$ cat config.mk
export PLATFORM = sky130hd
export DESIGN_NAME = mult_dot_accumulator
export DESIGN_NICKNAME = d
export VERILOG_FILES = /design/src/rtl/mult_pkg.sv /design/src/rtl/mult_dot_accumulator.sv
export SDC_FILE = /design/constraint.sdc
export NUM_CORES = 1
export LEC_CHECK = 0
export BUFFER_PORTS_ARGS = -buffer_cell sky130_fd_sc_hd__buf_2
export CAP_MARGIN = 40
export CORE_UTILIZATION = 61
export CTS_CLUSTER_SIZE = 30
export DETAILED_ROUTE_END_ITERATION = 6
export PLACE_DENSITY = 0.88
export SLEW_MARGIN = 5
export SYNTH_ARGS = -nofsm -noshare
export SYNTH_HDL_FRONTEND = slang
export SYNTH_SLANG_ARGS = --single-unit
$ cat constraint.sdc
create_clock -name clk -period 4.6 [get_ports clk]
set_input_delay 0.23 -clock clk [delete_from_list [all_inputs] [get_ports clk]]
set_output_delay 0.23 -clock clk [all_outputs]
set_load 0.05 [all_outputs]
$ cat src/rtl/mult_pkg.sv
// Shared types and helpers for the multiplier / dot-product accumulator slice.
// sat_add turns a one-bit-wider raw sum into a saturated value plus an overflow flag.
package mult_pkg;

  localparam int PROD_W_DEF = 16;

  // Widest accumulator sat_add supports; instantiating modules must keep ACC_W below this.
  localparam int SAT_MAX_W = 48;

  typedef enum logic {
    ACCUM = 1'b0,
    FULL  = 1'b1
  } state_t;

  typedef struct packed {
    logic                 ovf;
    logic [SAT_MAX_W-1:0] val;
  } sat_t;

  localparam logic [SAT_MAX_W:0] SAT_ONE = {{SAT_MAX_W{1'b0}}, 1'b1};

  // sum holds an (acc_w+1)-bit raw sum, zero-extended; bit acc_w is the carry.
  function automatic sat_t sat_add(input logic [SAT_MAX_W:0] sum, input int unsigned acc_w);
    sat_t                 r;
    logic [SAT_MAX_W-1:0] mask;
    mask  = SAT_MAX_W'((SAT_ONE << acc_w) - SAT_ONE);
    r.ovf = |((sum >> acc_w) & SAT_ONE);
    r.val = r.ovf ? mask : (sum[SAT_MAX_W-1:0] & mask);
    return r;
  endfunction

endpackage

$ cat src/rtl/mult_dot_accumulator.sv
// Sums VEC_LEN consecutive products into a saturating dot product offered on valid/ready.
// One vector may be parked in the accumulator (FULL) while the output register waits.
module mult_dot_accumulator
  import mult_pkg::*;
#(
  parameter int PROD_W  = PROD_W_DEF,
  parameter int ACC_W   = 18,
  parameter int VEC_LEN = 4
) (
  input  logic              clk,
  input  logic              rst_n,
  input  logic              prod_vld,
  input  logic [PROD_W-1:0] prod,
  input  logic              clear,
  output logic [ACC_W-1:0]  sum_out,
  output logic              sum_ovf,
  output logic              sum_valid,
  input  logic              sum_ready,
  output logic              busy,
  output logic              drop,
  output state_t            state_dbg
);

  localparam int CNT_W = $clog2(VEC_LEN);
  localparam logic [CNT_W-1:0] CNT_LAST = CNT_W'(VEC_LEN - 1);

  // Output handshake: a sum transfers on a cycle where sum_valid & sum_ready are both high;
  // sum_out/sum_ovf hold steady while sum_valid is high and sum_ready is low.

  state_t             state_q, state_d;
  logic [ACC_W-1:0]   acc_q, acc_d;
  logic [CNT_W-1:0]   cnt_q, cnt_d;
  logic               ovf_q, ovf_d;
  logic               load_new;
  logic               load_park;
  logic               accept;
  logic               slot_free;
  logic [ACC_W:0]     add_sum;
  sat_t               sat_res;
  logic [ACC_W-1:0]   sat_val;
  logic               sat_ovf;
  logic               unused_sat_hi;

  assign add_sum       = {1'b0, acc_q} + (ACC_W + 1)'(prod);
  assign sat_res       = sat_add((SAT_MAX_W + 1)'(add_sum), ACC_W);
  assign sat_val       = sat_res.val[ACC_W-1:0];
  assign sat_ovf       = ovf_q | sat_res.ovf;
  // Bits above ACC_W are zero by construction of the saturation mask.
  assign unused_sat_hi = ^sat_res.val[SAT_MAX_W-1:ACC_W];

  assign accept    = sum_valid & sum_ready;
  assign slot_free = ~sum_valid | sum_ready;

  always_comb begin
    state_d   = state_q;
    acc_d     = acc_q;
    cnt_d     = cnt_q;
    ovf_d     = ovf_q;
    load_new  = 1'b0;
    load_park = 1'b0;
    drop      = 1'b0;
    if (clear) begin
      acc_d   = '0;
      cnt_d   = '0;
      ovf_d   = 1'b0;
      state_d = ACCUM;
    end else begin
      case (state_q)
        ACCUM: begin
          if (prod_vld) begin
            if (cnt_q != CNT_LAST) begin
              acc_d = sat_val;
              ovf_d = sat_ovf;
              cnt_d = cnt_q + 1'b1;
            end else if (slot_free) begin
              load_new = 1'b1;
              acc_d    = '0;
              cnt_d    = '0;
              ovf_d    = 1'b0;
            end else begin
              // Completed sum waits in acc until the output register frees up.
              acc_d   = sat_val;
              ovf_d   = sat_ovf;
              state_d = FULL;
            end
          end
        end
        FULL: begin
          drop = prod_vld;
          if (accept) begin
            load_park = 1'b1;
            acc_d     = '0;
            cnt_d     = '0;
            ovf_d     = 1'b0;
            state_d   = ACCUM;
          end
        end
        default: state_d = ACCUM;
      endcase
    end
  end

  always_ff @(posedge clk or negedge rst_n) begin
    if (!rst_n) begin
      state_q <= ACCUM;
      acc_q   <= '0;
      cnt_q   <= '0;
      ovf_q   <= 1'b0;
    end else begin
      state_q <= state_d;
      acc_q   <= acc_d;
      cnt_q   <= cnt_d;
      ovf_q   <= ovf_d;
    end
  end

  always_ff @(posedge clk or negedge rst_n) begin
    if (!rst_n) begin
      sum_out   <= '0;
      sum_ovf   <= 1'b0;
      sum_valid <= 1'b0;
    end else if (load_new) begin
      sum_out   <= sat_val;
      sum_ovf   <= sat_ovf;
      sum_valid <= 1'b1;
    end else if (load_park) begin
      sum_out   <= acc_q;
      sum_ovf   <= ovf_q;
      sum_valid <= 1'b1;
    end else if (accept) begin
      sum_valid <= 1'b0;
    end
  end

  assign busy      = (state_q == FULL) | (cnt_q != '0);
  assign state_dbg = state_q;

endmodule

==> summary.txt <==
Global routing
  • Residual overflow from global routing: 0
  • Vias in the first global route: 2,244
  • Largest net degree at the start of global routing: 25
  • Aggregate global-route resource usage: 0.299
  • Initial antenna violation count: 0
  • Global-route wire length before repair: 10,200 um

STA
  • Max frequency: 359 MHz
  • Rel. slew slack: 0.474
  • Period Utilization, post-route: 0.606
  • Max-slew violations: 0
  • Endpoints failing setup: 0
  • RSZ-0062 raised after global routing: false
  • Final hold viol count: 0
  • Crit path time final: 2.79 ns
  • Worst slew pin tran: 0.788 ns
  • Setup Skew: 0.0108 ns
  • Setup TNS: 0 ns
  • Final WS setup: 1.81 ns

Synthesis
  • FFs w/ async S/R, synth: 1.00
  • Syn Area/Cell: 8.73 um^2
  • Top-area cell type share of the netlist area: 0.400
  • Leading area contributor after synthesis: dfrtp_1
  • Most frequent cell after synthesis: dfrtp_1
  • EDFF count, synth: 0
  • Main synth FF type: dfrtp_1
  • Yosys warns: 0
  • Synth cell count leaders: dfrtp_1 (42), nand2_1 (40), o21ai_0 (39)
  • Syn Nets: 341
  • Count of state elements after synthesis: 42
  • Syn Std Cell Area: 2630 um^2
  • Post-synthesis sequential area ratio: 0.400
  • Cells after synthesis: 301
  • Distinct cells, synth: 47
  • Synth top area cells: dfrtp_1 (40%), ha_1 (8.6%), o21ai_0 (7.4%)

Worst setup path
  • Critical Path Source Type: flop
  • Arrival @ worst endpoint: 2.98 ns
  • WS Path Type: flop to flop
  • Worst-path fanout max: 12
  • Nature of the critical path endpoint: flop
  • Req. time, crit path: 4.79 ns

Layout
  • Utilization after layout: 0.751
  • Final cell count without fillers: 395
  • Total inserted antenna cells: 0
  • Post-layout nets: 385
  • Layout cells sized above 1: 0.180
  • Fillers: 287
  • Layout area overhead: 15.9%

Pwr
  • Leakage: 1.51 nW
  • Pwr dens: 536 nW/um^2
  • Final Power: 1.63 mW
  • Maximum VDD drop: 0.389 mV

Detailed routing
  • Final WL: 6220 um
  • DR vias/cell: 6.13
  • DRT Pass-1 Iters: 5
  • Detailed-route via count: 2,421
  • Initial drt markers: 167
  • Drt drc: 0
  • Routed Antenna Nets: 0
  • Wire per inst: 15.8 um

Die
  • Core area: 4060 um^2
  • Die height: 67.6 um
  • IO Pins: 44
  • DIE WIDTH: 67.6 um
  • Initial core utilization: 0.648
  • Row count: 23
  • Area of the die: 4580 um^2

Placement
  • I/O Buffers: 43
  • GP Congestion: 0.909
  • DP Wirelength: 4470 um
  • Pre-CTS setup slack: 1.83 ns
  • Cell count after placement: 387

Run status
  • Status: complete, no violations

CTS
  • CTS tree: yes
  • Num Clock Sinks: 42
  • Htree depth: 2
  • # resized after CTS: 0
  • Worst-path clk slew: 0.08 ns
  • Clock Path Buffers: 2
  • CTS Buf Count: 5
  • Root Buffer: clkbuf_8
  • Worst-Skew Late Latency: 0.30 ns

Job
  • Max-cap viol count: 0

Min path
  • Worst hold path class: input pin to flop
==> timing repair <==
item	4_1_cts	5_1_grt
endpoints found under the hold margin	18	0
hold buffers	1	0
buffers inserted	0	0
==> power breakdown <==
group	internal, mW	total (mW)	switching, mW
Combinational	0.234	0.789	0.555
Clock	0.174	0.298	0.124
Sequential	0.476	0.545	0.0695
Total	0.884	1.63	0.748
==> cells by family after synthesis <==
kind of cell / count (synthesis) / synth area share
compound gates: 109 / 0.260
fa+ha+maj: 19 / 0.0933
buf+inv: 18 / 0.0290
mux: 1 / 0.00381
simple gates: 103 / 0.184
xor+xnor: 9 / 0.0300
flops: 42 / 0.400
==> metal layers <==
metal | vias to the layer above | global-route usage | wire, um | share of wire
met3 | 7 | 0.0659 | 338 | 0.054
met1 | 1151 | 0.377 | 2820 | 0.45
met4 | 0 | 0.101 | 80 | 0.013
met2 | 64 | 0.501 | 2980 | 0.48
li1 | 1199 | - | - | -
met5 | - | 0 | 0 | 0
==> sequential cells by signal (all words and copies together) (netlist names) <==
register / flops
acc_q: 18
cnt_q: 2
ovf_q: 1
state_dbg: 1
sum_out: 18
sum_ovf: 1
sum_valid: 1
==> through the flow <==
step	instance area [um^2]	hold slack [ns]
floorplan	2630	-0.0656
global placement	2870	0.408
detailed placement	2920	0.210
CTS	3050	0.160
global route	3050	0.166
finish	3050	0.158
==> layout make-up <==
cell class,instances,area [um^2],area share
multi-input cells,241,1510,0.495
flip-flops and latches,42,1050,0.345
repair buffers,49,290,0.0953
clock buffers,6,82.6,0.0271
well taps,50,62.6,0.0205
clock inverters,1,30.0,0.00986
inverters,6,22.5,0.00739
==> worst max-delay path: stages (launching register included) <==
cell	delay, ns
dfrtp_1	0.40
ha_1	0.22
fa_1	0.40
a21o_1	0.22
a221oi_2	0.43
a2bb2oi_2	0.25
a21oi_2	0.18
buf_6	0.20
o21bai_1	0.17
a22o_1	0.22
==> worst paths after layout <==
| path | startpoint | end | slack [ns] | cells after the start |
|---|---|---|---|---|
| max | acc_q[0] | acc_q[9] | 1.81 | 9 |
| min | clear | state_dbg | 0.16 | 2 |
| max reg2reg | acc_q[0] | acc_q[9] | 1.81 | 9 |
| min reg2reg | sum_out[5] | sum_out[5] | 0.51 | 2 |
| max in group asynchronous | rst_n | sum_out[15] | 3.69 | 3 |
| min in group asynchronous | rst_n | acc_q[2] | 0.43 | 2 |
==> cells in the final DEF, fill, tap and decap left out, types with 7 or more instances in the layout <==
cell type / netlist / final
buf_2: 1 / 43
a21oi_1: 20 / 20
nand2_1: 40 / 40
a22oi_1: 14 / 14
and3_1: 7 / 7
dfrtp_1: 42 / 42
ha_1: 18 / 18
nor3_1: 9 / 9
o21ai_0: 39 / 39
nor2_1: 25 / 25
Power figures use the tool's default switching activity.
